`config.mk`:
```
export PLATFORM = sky130hd
export DESIGN_NAME = mem_arbiter
export DESIGN_NICKNAME = d
export VERILOG_FILES = /design/src/rtl/mem_arbiter_pkg.sv /design/src/rtl/mem_arbiter_arb_pick.sv /design/src/rtl/mem_arbiter.sv
export SDC_FILE = /design/constraint.sdc
export NUM_CORES = 1
export LEC_CHECK = 0
export CAP_MARGIN = 20
export CORE_AREA = 2 2 298 300
export CTS_BUF_LIST = sky130_fd_sc_hd__clkbuf_2
export CTS_CLUSTER_DIAMETER = 40
export DETAILED_ROUTE_END_ITERATION = 10
export DIE_AREA = 0 0 300 302
export PLACE_DENSITY = 0.45
export SYNTH_ARGS = -nofsm -noshare
export SYNTH_HDL_FRONTEND = slang
export SYNTH_SLANG_ARGS = --single-unit
```
`constraint.sdc`:
```
create_clock -name clk -period 3.3 [get_ports clk]
set_input_delay 0.66 -clock clk [delete_from_list [all_inputs] [get_ports clk]]
set_output_delay 0.66 -clock clk [all_outputs]
set_load 0.01 [all_outputs]
```
`src/rtl/mem_arbiter_pkg.sv`:
```
// Shared definitions for the cache/memory arbiter: FSM states, owner codes, default widths.
package mem_arbiter_pkg;

  localparam int ADDR_W_DEF = 28;
  localparam int DATA_W_DEF = 128;
  localparam int MASK_W_DEF = 16;

  localparam logic OWNER_I = 1'b0;
  localparam logic OWNER_D = 1'b1;

  typedef enum logic [1:0] {
    ST_IDLE    = 2'd0,
    ST_ISSUE   = 2'd1,
    ST_WAIT_RD = 2'd2,
    ST_RESP    = 2'd3
  } arb_state_e;

endpackage

```
`src/rtl/mem_arbiter_arb_pick.sv`:
```
// Combinational requester selector. Fixed dcache priority by default; round-robin
// between the two caches when ARB_ROUND_ROBIN_EN is defined. Grant is one-hot {d, i}.
module arb_pick
  import mem_arbiter_pkg::*;
(
  input  logic       i_i_valid,
  input  logic       i_d_valid,
  input  logic       i_last_owner,
  output logic [1:0] o_grant
);

  always_comb begin
    o_grant = 2'b00;
`ifdef ARB_ROUND_ROBIN_EN
    if (i_i_valid && i_d_valid) o_grant = (i_last_owner == OWNER_I) ? 2'b10 : 2'b01;
`else
    if (i_i_valid && i_d_valid) o_grant = 2'b10;
`endif
    else if (i_d_valid)         o_grant = 2'b10;
    else if (i_i_valid)         o_grant = 2'b01;
  end

`ifndef ARB_ROUND_ROBIN_EN
  logic w_unused_last;
  assign w_unused_last = i_last_owner;
`endif

endmodule

```
`src/rtl/mem_arbiter.sv`:
```
// Shares one main-memory port between icache and dcache, one transaction outstanding.
// Optional round-robin arbitration is enabled with ARB_ROUND_ROBIN_EN.
module mem_arbiter
  import mem_arbiter_pkg::*;
#(
  parameter int ADDR_W = ADDR_W_DEF,
  parameter int DATA_W = DATA_W_DEF,
  parameter int MASK_W = MASK_W_DEF
) (
  input  logic              clk,
  input  logic              reset_n,
  input  logic              i_req_valid,
  output logic              i_req_ready,
  input  logic [ADDR_W-1:0] i_req_addr,
  output logic              i_resp_valid,
  output logic [DATA_W-1:0] i_resp_data,
  input  logic              d_req_valid,
  output logic              d_req_ready,
  input  logic              d_req_rnw,
  input  logic [ADDR_W-1:0] d_req_addr,
  input  logic [DATA_W-1:0] d_req_wdata,
  input  logic [MASK_W-1:0] d_req_wmask,
  output logic              d_resp_valid,
  output logic [DATA_W-1:0] d_resp_data,
  output logic              mem_req_valid,
  input  logic              mem_req_ready,
  output logic              mem_req_rnw,
  output logic [ADDR_W-1:0] mem_req_addr,
  output logic [DATA_W-1:0] mem_req_wdata,
  output logic [MASK_W-1:0] mem_req_wmask,
  input  logic              mem_resp_valid,
  input  logic [DATA_W-1:0] mem_resp_data,
  output logic              busy,
  output logic              err_spurious,
  output logic [1:0]        o_dbg_state
);

  // Handshake: a request transfers on a cycle where *_valid and *_ready are both 1;
  // ready is only offered in IDLE, and valid/payload must stay stable until then.
  arb_state_e        r_state, w_state_nxt;
  logic              r_owner;
  logic              r_rnw;
  logic [ADDR_W-1:0] r_addr;
  logic [DATA_W-1:0] r_wdata;
  logic [MASK_W-1:0] r_wmask;
  logic [DATA_W-1:0] r_i_resp_data;
  logic [DATA_W-1:0] r_d_resp_data;
  logic              r_err;
  logic [1:0]        w_grant;
  logic              w_grant_en;
  logic              w_last_owner;

  arb_pick u_pick (
    .i_i_valid    (i_req_valid),
    .i_d_valid    (d_req_valid),
    .i_last_owner (w_last_owner),
    .o_grant      (w_grant)
  );

  assign w_grant_en = (r_state == ST_IDLE) && (|w_grant);

`ifdef ARB_ROUND_ROBIN_EN
  logic r_last_owner;
  always_ff @(posedge clk or negedge reset_n) begin
    if (!reset_n)        r_last_owner <= OWNER_I;
    else if (w_grant_en) r_last_owner <= w_grant[1] ? OWNER_D : OWNER_I;
  end
  assign w_last_owner = r_last_owner;
`else
  assign w_last_owner = OWNER_I;
`endif

  always_ff @(posedge clk or negedge reset_n) begin
    if (!reset_n) r_state <= ST_IDLE;
    else          r_state <= w_state_nxt;
  end

  always_comb begin
    w_state_nxt = r_state;
    case (r_state)
      ST_IDLE:    if (|w_grant) w_state_nxt = ST_ISSUE;
      ST_ISSUE:   if (mem_req_ready) w_state_nxt = r_rnw ? ST_WAIT_RD : ST_RESP;
      ST_WAIT_RD: if (mem_resp_valid) w_state_nxt = ST_RESP;
      ST_RESP:    w_state_nxt = ST_IDLE;
      default:    w_state_nxt = ST_IDLE;
    endcase
  end

  // Payload latch; icache requests are always reads with no write data.
  always_ff @(posedge clk or negedge reset_n) begin
    if (!reset_n) begin
      r_owner <= OWNER_I;
      r_rnw   <= 1'b0;
      r_addr  <= '0;
      r_wdata <= '0;
      r_wmask <= '0;
    end else if (w_grant_en) begin
      r_owner <= w_grant[1] ? OWNER_D : OWNER_I;
      r_rnw   <= w_grant[1] ? d_req_rnw : 1'b1;
      r_addr  <= w_grant[1] ? d_req_addr : i_req_addr;
      r_wdata <= w_grant[1] ? d_req_wdata : '0;
      r_wmask <= w_grant[1] ? d_req_wmask : '0;
    end
  end

  always_ff @(posedge clk or negedge reset_n) begin
    if (!reset_n) begin
      r_i_resp_data <= '0;
      r_d_resp_data <= '0;
      r_err         <= 1'b0;
    end else begin
      if (r_state == ST_WAIT_RD && mem_resp_valid) begin
        if (r_owner == OWNER_D) r_d_resp_data <= mem_resp_data;
        else                    r_i_resp_data <= mem_resp_data;
      end
      if (r_state == ST_ISSUE && mem_req_ready && !r_rnw) r_d_resp_data <= '0;
      if (r_state != ST_WAIT_RD && mem_resp_valid) r_err <= 1'b1;
    end
  end

  // Readies are gated by reset so every output reads 0 while reset is held.
  assign i_req_ready   = reset_n && w_grant_en && w_grant[0];
  assign d_req_ready   = reset_n && w_grant_en && w_grant[1];
  assign i_resp_valid  = (r_state == ST_RESP) && (r_owner == OWNER_I);
  assign d_resp_valid  = (r_state == ST_RESP) && (r_owner == OWNER_D);
  assign i_resp_data   = r_i_resp_data;
  assign d_resp_data   = r_d_resp_data;
  assign mem_req_valid = (r_state == ST_ISSUE);
  assign mem_req_rnw   = r_rnw;
  assign mem_req_addr  = r_addr;
  assign mem_req_wdata = r_wdata;
  assign mem_req_wmask = r_wmask;
  assign busy          = (r_state != ST_IDLE);
  assign err_spurious  = r_err;
  assign o_dbg_state   = r_state;

endmodule

```
==> summary.md <==
| Metric | Value |
|---|---|
| HP Class | input port to register |
| Combinational power share | 0.482 |
| Vias | 15.2k |
| Largest net degree at the start of global routing | 170 |
| HP Start | d_req_valid |
| Sw Share | 0.361 |
| Status | finished clean |
| Initial drt markers | 648 |
| Synth Warn # | 0 |
| Crit-path leading delay family | flip-flops |
| Routed length per instance | 17.5 um |
| Max_slew headroom | 0.240 |
| Die height | 302 um |
| Top-Level Pins | 773 |
| Arrival @ worst endpoint | 2350 ps |
| VDD IR-drop max | 0.411 mV |
| WHS Endpoint | mem_req_rnw |
| Die X | 300 um |
| Final setup fails | 0 |
| Post-synth EDFFs | 0 |
| Synth Instances | 1,338 |
| Final #Nets | 2,868 |
| Yosys cell types | 27 |
| Core Box Area | 87,600 um2 |
| Final Max Tran Viols | 0 |
| DRC viols | 0 |
| CP required | 2640 ps |
| Crit Path Max Fanout | 4 |
| Clk network pwr share | 0.160 |
| Post-Syn Area | 16,600 um2 |
| Clk sinks | 433 |
| Fraction of layout cells with a size suffix above 1 | 0.148 |
| Placed cell area | 25,600 um2 |
| NetSw | 9330 uW |
| Crit start category | register |
| CP Buf/Inv Count | 3 |
| Final std cells w/o fill | 3,778 |
| Setup Skew | 88.0 ps |
| Critical-path top delay cell | dfrtp_2 |
| Commonest non-fill, non-tap cell in the layout | clkdlybuf4s50_1 |
| GPL Wtd Cong | 0.812 |
| Asr flop ratio synth | 1.00 |
| Global router's overall resource usage | 0.143 |
| Hold depth | 4 |
| Worst-Margin Slew | 1140 ps |
| Number of antenna violations at the first check in global routing | 4 |
| Post-synthesis sequential area ratio | 0.651 |
| RSZ-0062 raised after global routing | yes |
| Antenna-violating nets left | 0 |
| Main flop type after synthesis | dfrtp_1 |
| Max frequency | 333 MHz |
| Die area | 90,600 um2 |
| Avg Cell Area, Syn | 12.4 um2 |
| Reg2reg path depth | 9 |
| Cts bufs inserted | 131 |
| Global-route wire length before repair | 99,300 um |
| Internal power | 16,500 uW |
| H-tree Lvls | 4 |
| Cell Chain, Critical Path | inv_4, ha_4, buf_6, and4b_1, buf_2 |
| Final Util | 0.345 |
| Flops & latches, synth | 433 |
| RR Endpoint | mem_req_wdata[100] |
| Critical R2R Launch | o_dbg_state[1] |
| Area Overhead vs Synth | 81.6% |
| Final Cell Area | 30,200 um2 |
| Total wire length | 65,900 um |
| IO buf count | 772 |
| Gr ovfl total | 0 |
| Minimum clock period | 3010 ps |
| Leakage | 0.0136 uW |
| Pre-antenna DRT Iters | 5 |
| Crit Path Class | register to output port |
| Dpl cells | 3,203 |
| Setup TNS | 0 ps |
| Max-cap violations | 0 |
| Clk_lat worst skew | 1320 ps |
| HPWL Detailed | 45,000 um |
| Most frequent cells in the layout | clkdlybuf4s50_1, dfrtp_1, dlygate4sd3_1 |
| CP peak stage delay | 440 ps |
| FF-to-FF setup slack | 730 ps |
| Worst-path clk slew | 100 ps |
| Final Hold Viols | 0 |
| CTS tree | built |
| Clk buf depth | 3 |
| Power Density | 854 nW/um2 |
| Reg power frac | 0.358 |
| Core Rows | 109 |
| Starting Density | 0.190 |
| Vias per cell | 4.03 |
| Root Driver | clkbuf_2 |
| Fin crit share | 0.911 |
| Vias in the first global route | 16.5k |
| Hold slack final | 412 ps |
| Endpoint type of the worst setup path | output port |
| Syn nets | 1,678 |
## cell families after synthesis
group	share of synthesized area
flops	0.651
fa+ha+maj	0.00376
compound gates	0.0787
mux	0.105
buf+inv	0.0417
simple gates	0.120
## worst reg2reg max path, cell delays in order (launching register included)
cell	delay (ps)
dfrtp_2	440
inv_4	80
ha_4	160
buf_6	110
buf_4	110
buf_12	300
nand3_1	130
dlygate4sd3_1	580
nand2_1	60
dlygate4sd3_1	530
## metal layers
metal / vias up / wire [um] / global-route usage
li1: 7060 / - / -
met1: 7439 / 25600 / 0.159
met2: 610 / 32600 / 0.241
met3: 118 / 5880 / 0.0572
met4: 4 / 1890 / 0.0650
met5: - / 35 / 0
## power by group through the flow
stage	registers, uW	logic, uW	clock network, uW
after floorplan	10400	3670	0
after global placement	9230	12100	0
after detailed placement	9320	12200	0
after CTS	9250	12600	4460
after global routing	9540	13400	4720
final	9230	12400	4140
## timing repair
item	4_1_cts	5_1_grt
hold buffers	343	0
pin swaps	1	2
setup buffers	11	3
resized for setup	53	2
setup endpoints to repair	25	1
hold endpoints to repair	813	0
## per-stage QoR
stage	worst slack [ps]	power, uW
2_1_floorplan	1300	14000
4_1_cts	-103	26300
6_report	293	25800
3_5_place_dp	623	21500
5_1_grt	-39.5	27600
3_3_place_gp	641	21300
## state kept, by name, summed over array words and instances, names as in the netlist
signal         flops
mem_req_rnw        1
i_resp_data      128
mem_req_wmask     16
err_spurious       1
mem_req_addr      28
d_resp_data      128
mem_req_wdata    128
r_owner            1
o_dbg_state        2
## how the worst max path moves through the flow
| stage | from | end | slack, ps | cells past startpoint |
|---|---|---|---|---|
| after CTS | o_dbg_state[1] | i_req_ready | -100 | 5 |
| after detailed placement | i_req_valid | i_req_ready | 620 | 3 |
| after global placement | i_req_valid | i_req_ready | 640 | 3 |
| final | o_dbg_state[1] | i_req_ready | 290 | 5 |
| after global routing | o_dbg_state[1] | i_req_ready | -40 | 5 |
| after floorplan | d_req_valid | i_req_ready | 1300 | 3 |
## synthesized netlist by cell type (2+ instances only)
| cell type | number | area (um2) |
|---|---|---|
| buf_4 | 22 | 165 |
| mux2i_1 | 29 | 290 |
| mux2_2 | 129 | 1450 |
| ha_1 | 5 | 62.6 |
| buf_6 | 24 | 270 |
| nor2_1 | 2 | 7.51 |
| clkbuf_1 | 31 | 116 |
| nand2_1 | 317 | 1190 |
| nor2b_1 | 2 | 12.5 |
| o21ai_0 | 28 | 140 |
| dfrtp_1 | 433 | 10800 |
| buf_2 | 24 | 120 |
| a22o_1 | 129 | 1130 |
| nand3_1 | 145 | 726 |
| inv_1 | 6 | 22.5 |
## cell type report
cell class / instances / area (um2)
well taps: 1165 / 1460
clock buffers: 181 / 906
clock inverters: 34 / 219
inverters: 6 / 27.5
repair buffers: 1158 / 11600
multi-input cells: 798 / 5150
diodes: 3 / 7.51
flip-flops and latches: 433 / 10800
fillers: 8841 / 57300
No activity file was read; power rests on OpenSTA's default activity.
